$ cat src/rtl/ex_mem_stage_if.sv
// EX-to-MEM bundle: EX-side instruction/control inputs and MEM-side registered outputs.
// The slave modport belongs to the pipeline register; the master drives EX and observes MEM.
interface ex_mem_stage_if #(
  parameter int W  = 32,
  parameter int RW = 5,
  parameter int CW = 16
);
  logic          valid_in;
  logic [W-1:0]  alu_out;
  logic          alu_z;
  logic          alu_n;
  logic          alu_v;
  logic [3:0]    cond;
  logic          set_flags;
  logic [RW-1:0] rd_in;
  logic          reg_write_in;
  logic          mem_read_in;
  logic          mem_write_in;
  logic [W-1:0]  store_data_in;
  logic          stall;
  logic          flush;

  logic          valid_out;
  logic [W-1:0]  result_out;
  logic [RW-1:0] rd_out;
  logic          reg_write_out;
  logic          mem_read_out;
  logic          mem_write_out;
  logic [W-1:0]  store_data_out;
  logic [2:0]    flags_nzv;
  logic [CW-1:0] squash_count;

  modport master (
    output valid_in, alu_out, alu_z, alu_n, alu_v, cond, set_flags, rd_in,
           reg_write_in, mem_read_in, mem_write_in, store_data_in, stall, flush,
    input  valid_out, result_out, rd_out, reg_write_out, mem_read_out,
           mem_write_out, store_data_out, flags_nzv, squash_count
  );

  modport slave (
    input  valid_in, alu_out, alu_z, alu_n, alu_v, cond, set_flags, rd_in,
           reg_write_in, mem_read_in, mem_write_in, store_data_in, stall, flush,
    output valid_out, result_out, rd_out, reg_write_out, mem_read_out,
           mem_write_out, store_data_out, flags_nzv, squash_count
  );
endinterface

$ cat src/rtl/ex_mem_stage.sv
// EX/MEM pipeline register with architectural NZV flags, ARM-style condition
// evaluation, condition-based squash and a saturating squash counter.
module ex_mem_stage #(
  parameter int W  = 32,
  parameter int RW = 5,
  parameter int CW = 16
) (
  input  logic         clk,
  input  logic         rst,
  ex_mem_stage_if.slave bus
);

  logic          r_valid;
  logic [W-1:0]  r_result;
  logic [RW-1:0] r_rd;
  logic          r_reg_write;
  logic          r_mem_read;
  logic          r_mem_write;
  logic [W-1:0]  r_store_data;
  logic [2:0]    r_flags;
  logic [CW-1:0] r_squash;

  logic w_n;
  logic w_z;
  logic w_v;
  logic w_pass;
  logic w_exec;
  logic w_squash;
  logic w_advance;
  logic w_sq_sat;

  assign w_n = r_flags[2];
  assign w_z = r_flags[1];
  assign w_v = r_flags[0];

  // Carry-based codes (2, 3, 8, 9) have no C flag to test and never pass.
  always_comb begin
    w_pass = 1'b0;
    unique case (bus.cond)
      4'd0:    w_pass = w_z;
      4'd1:    w_pass = ~w_z;
      4'd4:    w_pass = w_n;
      4'd5:    w_pass = ~w_n;
      4'd6:    w_pass = w_v;
      4'd7:    w_pass = ~w_v;
      4'd10:   w_pass = (w_n == w_v);
      4'd11:   w_pass = (w_n != w_v);
      4'd12:   w_pass = ~w_z & (w_n == w_v);
      4'd13:   w_pass = w_z | (w_n != w_v);
      4'd14:   w_pass = 1'b1;
      4'd15:   w_pass = 1'b0;
      default: w_pass = 1'b0;
    endcase
  end

  assign w_exec    = bus.valid_in & w_pass;
  assign w_squash  = bus.valid_in & ~w_pass;
  assign w_advance = ~bus.flush & ~bus.stall;
  assign w_sq_sat  = &r_squash;

  always_ff @(posedge clk) begin
    if (rst) begin
      r_valid      <= 1'b0;
      r_result     <= '0;
      r_rd         <= '0;
      r_reg_write  <= 1'b0;
      r_mem_read   <= 1'b0;
      r_mem_write  <= 1'b0;
      r_store_data <= '0;
    end else if (bus.flush) begin
      // Bubble: datapath fields hold, only the side-effect enables are killed.
      r_valid     <= 1'b0;
      r_reg_write <= 1'b0;
      r_mem_read  <= 1'b0;
      r_mem_write <= 1'b0;
    end else if (!bus.stall) begin
      r_valid      <= w_exec;
      r_result     <= bus.alu_out;
      r_rd         <= bus.rd_in;
      r_reg_write  <= w_exec & bus.reg_write_in;
      r_mem_read   <= w_exec & bus.mem_read_in;
      r_mem_write  <= w_exec & bus.mem_write_in;
      r_store_data <= bus.store_data_in;
    end
  end

  // Flags written here are seen by the next EX instruction without a bubble.
  always_ff @(posedge clk) begin
    if (rst) begin
      r_flags <= 3'b000;
    end else if (w_advance && w_exec && bus.set_flags) begin
      r_flags <= {bus.alu_n, bus.alu_z, bus.alu_v};
    end
  end

  always_ff @(posedge clk) begin
    if (rst) begin
      r_squash <= '0;
    end else if (w_advance && w_squash && !w_sq_sat) begin
      r_squash <= r_squash + CW'(1);
    end
  end

  assign bus.valid_out      = r_valid;
  assign bus.result_out     = r_result;
  assign bus.rd_out         = r_rd;
  assign bus.reg_write_out  = r_reg_write;
  assign bus.mem_read_out   = r_mem_read;
  assign bus.mem_write_out  = r_mem_write;
  assign bus.store_data_out = r_store_data;
  assign bus.flags_nzv      = r_flags;
  assign bus.squash_count   = r_squash;

endmodule

$ cat src/flat_wrapper.sv
// flat-port wrapper written by rule: the top's interface ports become plain ports
module ex_mem_stage_flat 
#(
  parameter int W  = 32,
  parameter int RW = 5,
  parameter int CW = 16
)
  (clk, rst, bus_valid_in, bus_alu_out, bus_alu_z, bus_alu_n, bus_alu_v, bus_cond, bus_set_flags, bus_rd_in, bus_reg_write_in, bus_mem_read_in, bus_mem_write_in, bus_store_data_in, bus_stall, bus_flush, bus_valid_out, bus_result_out, bus_rd_out, bus_reg_write_out, bus_mem_read_out, bus_mem_write_out, bus_store_data_out, bus_flags_nzv, bus_squash_count);
  ex_mem_stage_if #(.W(W), .RW(RW), .CW(CW)) bus_i ();
  input  logic clk;
  input  logic rst;
  input wire logic [$bits(bus_i.valid_in)-1:0] bus_valid_in;
  input wire logic [$bits(bus_i.alu_out)-1:0] bus_alu_out;
  input wire logic [$bits(bus_i.alu_z)-1:0] bus_alu_z;
  input wire logic [$bits(bus_i.alu_n)-1:0] bus_alu_n;
  input wire logic [$bits(bus_i.alu_v)-1:0] bus_alu_v;
  input wire logic [$bits(bus_i.cond)-1:0] bus_cond;
  input wire logic [$bits(bus_i.set_flags)-1:0] bus_set_flags;
  input wire logic [$bits(bus_i.rd_in)-1:0] bus_rd_in;
  input wire logic [$bits(bus_i.reg_write_in)-1:0] bus_reg_write_in;
  input wire logic [$bits(bus_i.mem_read_in)-1:0] bus_mem_read_in;
  input wire logic [$bits(bus_i.mem_write_in)-1:0] bus_mem_write_in;
  input wire logic [$bits(bus_i.store_data_in)-1:0] bus_store_data_in;
  input wire logic [$bits(bus_i.stall)-1:0] bus_stall;
  input wire logic [$bits(bus_i.flush)-1:0] bus_flush;
  output wire logic [$bits(bus_i.valid_out)-1:0] bus_valid_out;
  output wire logic [$bits(bus_i.result_out)-1:0] bus_result_out;
  output wire logic [$bits(bus_i.rd_out)-1:0] bus_rd_out;
  output wire logic [$bits(bus_i.reg_write_out)-1:0] bus_reg_write_out;
  output wire logic [$bits(bus_i.mem_read_out)-1:0] bus_mem_read_out;
  output wire logic [$bits(bus_i.mem_write_out)-1:0] bus_mem_write_out;
  output wire logic [$bits(bus_i.store_data_out)-1:0] bus_store_data_out;
  output wire logic [$bits(bus_i.flags_nzv)-1:0] bus_flags_nzv;
  output wire logic [$bits(bus_i.squash_count)-1:0] bus_squash_count;
  assign bus_i.valid_in = bus_valid_in;
  assign bus_i.alu_out = bus_alu_out;
  assign bus_i.alu_z = bus_alu_z;
  assign bus_i.alu_n = bus_alu_n;
  assign bus_i.alu_v = bus_alu_v;
  assign bus_i.cond = bus_cond;
  assign bus_i.set_flags = bus_set_flags;
  assign bus_i.rd_in = bus_rd_in;
  assign bus_i.reg_write_in = bus_reg_write_in;
  assign bus_i.mem_read_in = bus_mem_read_in;
  assign bus_i.mem_write_in = bus_mem_write_in;
  assign bus_i.store_data_in = bus_store_data_in;
  assign bus_i.stall = bus_stall;
  assign bus_i.flush = bus_flush;
  assign bus_valid_out = bus_i.valid_out;
  assign bus_result_out = bus_i.result_out;
  assign bus_rd_out = bus_i.rd_out;
  assign bus_reg_write_out = bus_i.reg_write_out;
  assign bus_mem_read_out = bus_i.mem_read_out;
  assign bus_mem_write_out = bus_i.mem_write_out;
  assign bus_store_data_out = bus_i.store_data_out;
  assign bus_flags_nzv = bus_i.flags_nzv;
  assign bus_squash_count = bus_i.squash_count;
  ex_mem_stage #(.W(W), .RW(RW), .CW(CW)) u_core (.clk(clk), .rst(rst), .bus(bus_i));
endmodule
$ cat config.mk
export PLATFORM = sky130hd
export DESIGN_NAME = ex_mem_stage_flat
export DESIGN_NICKNAME = d
export VERILOG_FILES = /design/src/rtl/ex_mem_stage_if.sv /design/src/rtl/ex_mem_stage.sv /design/src/flat_wrapper.sv
export SDC_FILE = /design/constraint.sdc
export NUM_CORES = 1
export LEC_CHECK = 0
export CAP_MARGIN = 20
export CORE_ASPECT_RATIO = 1.1
export CORE_MARGIN = 4
export CORE_UTILIZATION = 37
export DETAILED_ROUTE_END_ITERATION = 10
export HOLD_SLACK_MARGIN = 0.05
export PLACE_DENSITY = 0.84
export SYNTH_ARGS = -nofsm -noshare
export SYNTH_HDL_FRONTEND = slang
export SYNTH_SLANG_ARGS = --single-unit
$ cat constraint.sdc
create_clock -name clk -period 2.2 [get_ports clk]
set_input_delay 0.22 -clock clk [delete_from_list [all_inputs] [get_ports clk]]
set_output_delay 0.22 -clock clk [all_outputs]
set_load 0.05 [all_outputs]
### Word level (Yosys, flattened, before mapping)

Index checks and enable logic that the tools add are counted.

* output and inout port bits: 92
* word-level logic and storage cells: 46
* register bits: 92
* input port bits: 85

* bitwise logic cells: 14
* add/sub/neg operators: 1
* equality and inequality tests: 12
* muxes and demuxes: 1
* reduce and logical (&&, ||, !) cells: 9

Operators by type and width (number)
* == test 4 bit, second input constant: 5
* adder 16 x 1 -> 16 bit, second input constant: 1
* == test 4 x 3 -> 1 bit, second input constant: 4
* AND reduction 16 bit: 1
* case mux 1 bit (11 select lines): 1
* bitwise AND 1 bit: 7
* inverter 1 bit: 6
* == test 4 x 1 -> 1 bit, second input constant: 1
* logical AND 1 bit: 4
* logical NOT 4 bit: 1
* AND reduction 2 bit: 1
* OR reduction 2 bit: 1
* == test 1 bit: 1
* logical NOT 1 bit: 1
* != test 1 bit: 1
* bitwise OR 1 bit: 1

### Logic depth before layout (Yosys ltp)

Gate-level depths: netlist of the first run.

* depth after elaboration: 7
* depth in mapped cells: 9
* gate-level depth less buffers: 6

### Least setup slack after synthesis of the first run

OpenSTA, ideal clock, no wires.

* path type: reg2reg
* start point: reg u_core.r_flags[0] (netlist: u_core.bus.flags_nzv[0])
* end point: reg u_core.r_squash[13] (netlist: u_core.bus.squash_count[13])
* data arrival time: 2.308 ns
* setup time: 0.121 ns
* setup slack: -0.229 ns
* data required time: 2.079 ns
* cell stages (with the launch flop): 9
* cell sequence: dfxtp_1 > buf_6 > mux2i_1 > and4b_4 > nor4_4 > nand4_4 > buf_12 > nor4_4 > mux2_4

* longest elaborated chain between the ends: 7

RTL lines
* from (decl): RTL line ex_mem_stage.sv:20 `logic [2:0] r_flags;`
* from (signal assigned): RTL line ex_mem_stage.sv:92 `r_flags <= {bus.alu_n, bus.alu_z, bus.alu_v};`
* != test 1 bit / == test 1 bit (equally long branches)
* bitwise OR 1 bit / bitwise AND 1 bit (equally long branches): RTL line ex_mem_stage.sv:49, ex_mem_stage.sv:48
* case mux 1 bit (11 select lines) *: RTL line ex_mem_stage.sv:39 `unique case (bus.cond)`
* inverter 1 bit *: RTL line ex_mem_stage.sv:57 `assign w_squash = bus.valid_in & ~w_pass;`
* bitwise AND 1 bit *: RTL line ex_mem_stage.sv:57
* logical AND 1 bit * (2 in series): RTL line ex_mem_stage.sv:99 `end else if (w_advance && w_squash && !w_sq_sat) begin`
* to (signal assigned): RTL line ex_mem_stage.sv:100 `r_squash <= r_squash + CW'(1);`
* to (decl): RTL line ex_mem_stage.sv:21 `logic [CW-1:0] r_squash;`

Every way passes the cells marked *; elsewhere a longest branch is shown, timed or not.
A chain may end at the register's enable or synchronous reset.

### Worst setup path in the final report of the first run

* start point: reg u_core.r_flags[0] (netlist: u_core.bus.flags_nzv[0])
* end point: reg u_core.r_squash[8] (netlist: u_core.bus.squash_count[8])

Same word-level chain as after synthesis.

==> results of run 1 <==
==> critical path, delay by kind of cell, from the launching register on <==
family                 cells  cell delay, ns
and+or+nand+nor            4            1.19
DFF                        1            0.38
buffers and inverters      2            0.34
AOI/OAI and AO/OA          2            0.23
==> path summary, 6_finish.rpt <==
check	start	to	slack, ns
min reg2reg	u_core.bus.store_data_out[18]$_SDFFE_PP0P_	u_core.bus.store_data_out[18]$_SDFFE_PP0P_	0.46
max	u_core.bus.flags_nzv[0]$_SDFFE_PP0P_	u_core.bus.squash_count[8]$_SDFFE_PP0P_	-0.02
max reg2reg	u_core.bus.flags_nzv[0]$_SDFFE_PP0P_	u_core.bus.squash_count[8]$_SDFFE_PP0P_	-0.02
min	rst	u_core.bus.squash_count[1]$_SDFFE_PP0P_	0.32
==> cells by family (layout without fill, tap and decap cells) <==
kind of cell / Yosys count / count (layout)
AND/OR/NAND/NOR: 219 / 219
AO/OA/AOI/OAI: 99 / 99
flip-flops: 92 / 92
buffers and inverters: 37 / 216
multiplexers: 10 / 10
XOR/XNOR: 2 / 2
adder cells (fa/ha/maj): 1 / 1
==> flip-flops by register name (all words and copies together) (netlist names) <==
name                       count
u_core.bus.flags_nzv           3
u_core.bus.mem_read_out        1
u_core.bus.mem_write_out       1
u_core.bus.rd_out              5
u_core.bus.reg_write_out       1
u_core.bus.result_out         32
u_core.bus.squash_count       16
u_core.bus.store_data_out     32
u_core.bus.valid_out           1
==> stage by stage <==
stage	hold slack, ns	area [um2]	total power [mW]	instances
finish	0.321	6040	3.76	759
global route	0.325	6040	3.93	759
CTS	0.271	5910	3.79	752
detailed placement	0.445	5680	2.49	736
global placement	0.441	5680	2.48	736
floorplan	0.350	3820	2.17	460
==> synthesized netlist by cell type, types with 4 or more instances <==
master | number | area, um2
a21oi_1 | 79 | 395
buf_6 | 4 | 45.0
clkbuf_1 | 21 | 78.8
dfxtp_1 | 92 | 1840
mux2_4 | 4 | 60.1
mux2i_1 | 4 | 40.0
nand2_1 | 150 | 563
nand3_1 | 10 | 50.1
nor2_1 | 12 | 45.0
nor2b_1 | 5 | 31.3
nor3b_2 | 4 | 50.1
o21ai_1 | 5 | 25.0
o31ai_1 | 5 | 37.5
or3_1 | 6 | 37.5
or4_1 | 5 | 37.5
==> power groups by stage <==
stage | logic, mW | clock network [mW] | registers [mW]
floorplan | 0.170 | 0 | 2.00
global placement | 0.688 | 0 | 1.79
detailed placement | 0.700 | 0 | 1.79
CTS | 0.701 | 1.33 | 1.75
global route | 0.751 | 1.42 | 1.76
finish | 0.710 | 1.30 | 1.75
==> metal layers <==
metal  GRT usage [%]  vias up  wire, um
li1                -     1895         -
met1            22.5     1821      4730
met2            32.7      154      5840
met3            3.78       21       741
met4            7.35        0       250
met5               0        -         0
==> repair_timing <==
item / 4_1_cts / 5_1_grt
hold buffers: 0 / 0
pin swaps: 1 / 15
buffers inserted: 0 / 6
cloned: 0 / 1
endpoints found under the setup margin: 5 / 14
gates resized for setup: 2 / 18
==> cell usage in the layout (no fill, tap or decap), drive strengths merged, types with 4 or more instances in the layout <==
master,count
a21oi,82
buf,21
clkbuf,11
clkdlybuf4s50,171
dfxtp,92
inv,5
mux2,6
mux2i,4
nand2,150
nand3,10
nand4,4
nor2,13
nor2b,5
nor3b,4
nor4,4
o21ai,8
o31ai,5
or3,6
or4,5
==> area by class of cell <==
class / instances / area, um2
fillers: 876 / 3940
repair buffers: 197 / 1980
flip-flops and latches: 92 / 1850
multi-input cells: 331 / 1820
well taps: 120 / 150
clock buffers: 10 / 138
clock inverters: 6 / 95.1
inverters: 3 / 11.3
==> flow_summary.ini, run 1 <==
[run_status]
outcome = finished with violations
violations = negative setup slack

[min_path]
hp-class = in -> reg
holdPathStages = 2

[clocking]
clkTransAtPathRegs_ns = 0.10
clockBufferDepth = 2
clock-root-buffer = clkbuf_8
cts.sinks = 92
clk_latency_ns = 0.35
cts_max_level = 3
cts_buffers = 9
cts_tree = yes

[drt]
drtPass1Iterations = 4
post_drt_wl_per_cell_um = 15.2
drtIter0Drc = 185
via_count = 3891
route.detailed.drc = 0
drt_wl_total_um = 11600
viasPerCell = 5.13
ant_nets = 0

[final_layout]
antenna_cells = 0
final_nets = 720
synthToLayoutAreaGrowth_pct = 58.7
fin_util_pct = 60.5
drive_above_1_share_pct = 11.1

[sta]
finalHoldViolations = 0
max_freq_mhz = 451
relSlewSlack_pct = 63.0
fin_skew_ns = 0.0133
rsz0062_at_grt = true
period_share_pct = 101
finalSetupViolCount = 1
finalMaxSlewViolations = 0
setup-tns-final_ns = -0.0184
setup_ws_ns = -0.0184
period_needed_ns = 2.22
tightest_slew_ns = 0.549

[yosys]
synth_seq_area_share_pct = 48.3
syn_inst = 460
synth_nets = 546
ys_warn_count = 0
synth_compound_area_share_pct = 14.1
ys_dominant_reg_cell = dfxtp_1
synth_top_family_by_area = simple AND/OR/NAND/NOR gates
synth_edf_count = 0
synth-adder-area-share_pct = 0.328
synthMuxAreaShare_pct = 3.22
ys_types = 50
synth_xor_area_share_pct = 0.460
async_reset_ff_share_pct = 0
synth_area_um2 = 3810
ys_ff_latch = 92
avgSynthCellArea_um2 = 8.28
yosys.area_share.simple_pct = 28.2

[die]
die_h_um = 114
num_rows = 38
start_util_pct = 38.2
die_area_um2 = 12000
ios = 177
core_um2 = 9980
die_x_um = 105

[placed_design]
dp_hpwl_um = 8220
dp_worst_setup_slack_ns = -0.378
place.gp.congestion = 0.847
portBuffers = 176

[grt]
grt_max_degree = 71
grt_pass1_wl_um = 18500
track_usage_pct = 18.7
grt_pass1_vias = 3764
antenna_found_initial = 0
gr-total-overflow = 0

[worst_setup_path]
cp-start-kind = flip-flop
worstPathCellList = buf_6 -> nand4b_1 -> a311oi_2 -> nor3b_2 -> nand4_4 -> buf_12 -> or4_4 -> a21oi_2
slowest_delay_ns = 0.51
reg2regPathDepth = 8
required_ns = 2.48
critPathArrivalTime_ns = 2.50
end_kind = flip-flop
critical_path_class = reg -> reg
worstPathMaxFanout = 8
critPathSlowestCell = or4_4

[power]
ir_drop_mv = 0.260
p_int_mw = 2.71
leakagePower_nw = 2.13
power_frac_clock_pct = 34.5
switching_share_pct = 27.9
combPwrFrac_pct = 18.9
power.density_nw_per_um2 = 622
switching_power_mw = 1.05
seqPwrFrac_pct = 46.6

[flow_run]
maxCapViolations = 0
Note: power is estimated with default switching activity, not from simulation.
==> inputs of run 2 (changes only) <==
--- a/config.mk
+++ b/config.mk
@@ -12,6 +12,7 @@
 export DETAILED_ROUTE_END_ITERATION = 10
 export HOLD_SLACK_MARGIN = 0.05
 export PLACE_DENSITY = 0.84
+export SKIP_LAST_GASP = 1
 export SYNTH_ARGS = -nofsm -noshare
 export SYNTH_HDL_FRONTEND = slang
 export SYNTH_SLANG_ARGS = --single-unit
==> flow_summary.ini, run 2 (synthesized netlist as in run 1, its figures left out) <==
[sta]
relSlewSlack_pct = 62.9
setup-tns-final_ns = -0.00748
period_share_pct = 100
finalMaxSlewViolations = 0
fin_skew_ns = 0.0118
tightest_slew_ns = 0.551
max_freq_mhz = 453
finalSetupViolCount = 1
rsz0062_at_grt = true
finalHoldViolations = 0
setup_ws_ns = -0.00748
period_needed_ns = 2.21

[die]
core_um2 = 9980
die_h_um = 114
die_x_um = 105
ios = 177
die_area_um2 = 12000
start_util_pct = 38.2
num_rows = 38

[grt]
grt_max_degree = 71
grt_pass1_vias = 3764
gr-total-overflow = 0
grt_pass1_wl_um = 18500
track_usage_pct = 18.7
antenna_found_initial = 0

[clocking]
cts_max_level = 3
cts_tree = yes
clkTransAtPathRegs_ns = 0.10
cts_buffers = 9
clk_latency_ns = 0.35
cts.sinks = 92
clock-root-buffer = clkbuf_8
clockBufferDepth = 2

[power]
combPwrFrac_pct = 18.9
power.density_nw_per_um2 = 622
switching_share_pct = 27.9
leakagePower_nw = 2.13
switching_power_mw = 1.05
report.power.total_mw = 3.76
ir_drop_mv = 0.260
seqPwrFrac_pct = 46.7
p_int_mw = 2.71
power_frac_clock_pct = 34.5

[worst_setup_path]
r2r-start = u_core.bus.flags_nzv[0]$_SDFFE_PP0P_
critPathArrivalTime_ns = 2.49
critical_path_class = reg -> reg
critPathLaunch = u_core.bus.flags_nzv[0]$_SDFFE_PP0P_
worstPathMaxFanout = 8
required_ns = 2.48
cp-start-kind = flip-flop
critPathSlowestCell = or4_4
slowest_delay_ns = 0.51
end_kind = flip-flop
worstPathCellList = buf_6 -> nand4b_1 -> a311oi_2 -> nor3b_2 -> nand4_4 -> buf_12 -> or4_4 -> a21oi_2

[placed_design]
dp_hpwl_um = 8220
dp_worst_setup_slack_ns = -0.378
place.gp.congestion = 0.847
portBuffers = 176

[final_layout]
final_common_cell = clkdlybuf4s50_1
final_nets = 720
final_cell_mix = clkdlybuf4s50_1, nand2_1, dfxtp_1
antenna_cells = 0
drive_above_1_share_pct = 11.0
synthToLayoutAreaGrowth_pct = 58.6

[drt]
route.detailed.drc = 0
drt_wl_total_um = 11600
post_drt_wl_per_cell_um = 15.2
viasPerCell = 5.11
via_count = 3881
drtIter0Drc = 203
ant_nets = 0
drtPass1Iterations = 5

[min_path]
hp-class = in -> reg
min-delay-start = rst

[run_status]
violations = negative setup slack
outcome = finished with violations

[flow_run]
maxCapViolations = 0
[run 2: cell count changes in the layout (fill, tap and decap cells not counted)]
cell / delta
or3b_1: +1
or3b_4: -1
[run 2: final timing paths]
| kind | to | slack, ns | cells past startpoint |
|---|---|---|---|
| min | u_core.bus.squash_count[1]$_SDFFE_PP0P_ | 0.31 | 2 |
| max reg2reg | u_core.bus.squash_count[8]$_SDFFE_PP0P_ | -0.007 | 8 |
| max | u_core.bus.squash_count[8]$_SDFFE_PP0P_ | -0.007 | 8 |
| min reg2reg | u_core.bus.store_data_out[18]$_SDFFE_PP0P_ | 0.46 | 2 |
[run 2: area by class of cell]
cell class | count | area, um2
Clock inverter | 6 | 95.1
Fill cell | 872 | 3940
Inverter | 3 | 11.3
Tap cell | 120 | 150
Sequential cell | 92 | 1850
Timing Repair Buffer | 197 | 1980
Multi-Input combinational cell | 331 | 1810
Clock buffer | 10 | 138
[run 2: layer usage]
| metal | vias to the layer above | GRT usage [%] | share of wire (%) |
|---|---|---|---|
| met1 | 1820 | 22.5 | 41 |
| met5 | - | 0 | 0 |
| met3 | 21 | 3.78 | 6.0 |
| met4 | 0 | 7.35 | 2.2 |
| li1 | 1896 | - | - |
| met2 | 144 | 32.7 | 50 |
[run 2: repair_timing]
action                     CTS  global route
hold buffers                 0             0
gates cloned                 0             1
setup endpoints to repair    5            14
setup buffers                0             6
resized for setup            2            17
pin swaps                    1            13
[run 2: critical path: cells and delay by family (launching register included)]
family	cells	cell delay, ns
simple gates	4	1.19
compound gates	2	0.23
buf+inv	2	0.34
flops	1	0.38
[run 2: through the flow]
step	util [%]	hold slack, ns	std cells	cell area (um2)
4_1_cts	59.2	0.271	752	5910
6_report	60.5	0.311	759	6040
2_1_floorplan	-	0.350	460	3820
3_5_place_dp	56.9	0.445	736	5680
3_3_place_gp	56.9	0.441	736	5680
5_1_grt	60.5	0.325	759	6040
[run 2: power groups by stage]
stage	clock, mW	sequential [mW]	combinational [mW]
6_report	1.30	1.75	0.710
5_1_grt	1.42	1.76	0.751
4_1_cts	1.33	1.75	0.701
3_5_place_dp	0	1.79	0.700
3_3_place_gp	0	1.79	0.688
2_1_floorplan	0	2.00	0.170
==> inputs of run 3 (changes only) <==
--- a/config.mk
+++ b/config.mk
@@ -8,10 +8,10 @@
 export CAP_MARGIN = 20
 export CORE_ASPECT_RATIO = 1.1
 export CORE_MARGIN = 4
-export CORE_UTILIZATION = 37
+export CORE_UTILIZATION = 41
 export DETAILED_ROUTE_END_ITERATION = 10
 export HOLD_SLACK_MARGIN = 0.05
-export PLACE_DENSITY = 0.84
+export PLACE_DENSITY = 0.88
 export SKIP_LAST_GASP = 1
 export SYNTH_ARGS = -nofsm -noshare
 export SYNTH_HDL_FRONTEND = slang
==> constraint.sdc (replaced) <==
create_clock -name clk -period 2.3 [get_ports clk]
set_input_delay 0.23 -clock clk [delete_from_list [all_inputs] [get_ports clk]]
set_output_delay 0.23 -clock clk [all_outputs]
set_load 0.05 [all_outputs]
==> flow_summary.ini, run 3 (synthesized netlist as in run 1, its figures left out) <==
[run_status]
outcome = complete, no violations

[die]
die_x_um = 99.9
die_area_um2 = 10900
ios = 177
core_um2 = 8960
start_util_pct = 42.5
die_h_um = 109
num_rows = 36

[clocking]
cts_tree = yes
ctsHoldBuffers = 0
cts_max_level = 3
cts.sinks = 92
clock-root-buffer = clkbuf_8
clockBufferDepth = 2
cts_setup_buffers = 0
cts_buffers = 9
clkTransAtPathRegs_ns = 0.10
clk_latency_ns = 0.34

[drt]
post_drt_wl_per_cell_um = 14.6
route.detailed.drc = 0
ant_nets = 0
viasPerCell = 5.10
drt_wl_total_um = 10800
via_count = 3793
drtPass1Iterations = 5
drtIter0Drc = 196

[final_layout]
synthToLayoutAreaGrowth_pct = 54.0
fin_area_um2 = 5870
antenna_cells = 0
final_nets = 710
final_common_cell = clkdlybuf4s50_1
fin_util_pct = 65.4
drive_above_1_share_pct = 8.11
final_cell_mix = clkdlybuf4s50_1, nand2_1, dfxtp_1

[worst_setup_path]
critical_path_class = in -> reg
critPathArrivalTime_ns = 2.42
worstPathCellList = clkdlybuf4s50_1 -> nand3b_1 -> a311oi_2 -> nor3b_2 -> nand4_4 -> buf_12 -> nor4b_1 -> mux2_1
critPathSlowestCell = clkdlybuf4s50_1
required_ns = 2.54
path_buf_inv = 2
critical-path-top-delay-family = simple AND/OR/NAND/NOR gates
slowest_delay_ns = 0.63
cp-start-kind = input pin
end_kind = flip-flop
worstPathMaxFanout = 24

[sta]
rsz0062_at_grt = true
hold_ws_ns = 0.423
period_share_pct = 94.8
finalMaxSlewViolations = 0
period_needed_ns = 2.18
tightest_slew_ns = 0.921
setup_ws_ns = 0.119
finalSetupViolCount = 0
relSlewSlack_pct = 38.6
finalHoldViolations = 0
fin_skew_ns = 0.00347
max_freq_mhz = 459

[flow_run]
maxCapViolations = 0

[grt]
grt_max_degree = 70
grt_pass1_vias = 3680
gr-total-overflow = 0
track_usage_pct = 19.7
grt_pass1_wl_um = 17500
antenna_found_initial = 0

[min_path]
hp-class = in -> reg

[power]
power.density_nw_per_um2 = 593
leakagePower_nw = 2.06
report.power.total_mw = 3.48
ir_drop_mv = 0.320

[placed_design]
place.gp.congestion = 0.853
dp_hpwl_um = 8000
portBuffers = 176
place_area_um2 = 5650
dp_worst_setup_slack_ns = -0.351
[run 3: cell count changes in the layout (fill, tap and decap cells not counted), sizes merged, moves of 2 or more]
cell / change
buf: -9
clkbuf: -2
dlygate4sd2: -2
inv: +2
[run 3: what timing repair did]
action,CTS,global route
hold endpoints to repair,0,0
setup endpoints to repair,0,9
resized for setup,0,3
[run 3: per-stage QoR]
| stage | instances | TNS [ns] |
|---|---|---|
| 3_3_place_gp | 727 | -2.37 |
| 5_1_grt | 743 | -0.00493 |
| 3_5_place_dp | 727 | -4.10 |
| 4_1_cts | 743 | 0 |
| 2_1_floorplan | 460 | 0 |
| 6_report | 743 | 0 |
[run 3: final timing paths]
path	to	slack, ns	cells past startpoint	start
hold reg to reg	u_core.bus.rd_out[3]$_SDFFE_PP0P_	0.46	2	u_core.bus.rd_out[3]$_SDFFE_PP0P_
setup reg to reg	u_core.bus.squash_count[3]$_SDFFE_PP0P_	0.14	7	u_core.bus.flags_nzv[2]$_SDFFE_PP0P_
setup / recovery	u_core.bus.squash_count[3]$_SDFFE_PP0P_	0.12	8	bus_cond[3]
hold / removal	u_core.bus.result_out[11]$_SDFFE_PP0P_	0.42	3	bus_alu_out[11]
[run 3: metal layers]
layer	GRT usage (%)	share of wire (%)	vias to the layer above
met5	0	0	-
met3	4.22	5.2	22
met4	7.32	2.1	0
li1	-	-	1883
met2	35.0	53	117
met1	23.1	40	1771
[run 3: cell type report]
cell class	count	area, um2
Fill cell	771	3100
Timing Repair Buffer	187	1880
Sequential cell	92	1850
Multi-Input combinational cell	331	1770
Tap cell	114	143
Clock buffer	9	124
Clock inverter	7	88.8
Inverter	3	11.3
[run 3: worst reg2reg max path, cell delays in order, from the launching register on]
cell and delay [ns]:
dfxtp_2 0.44, mux2i_1 0.11, and4b_4 0.21, nor4_4 0.28, nand4_4 0.14, buf_12 0.18
nor4b_1 0.34, mux2_1 0.35
[run 3: where the power goes]
group | internal (mW) | switching (mW)
sequential | 1.65 | 0.0305
clock | 0.531 | 0.603
combinational | 0.283 | 0.378
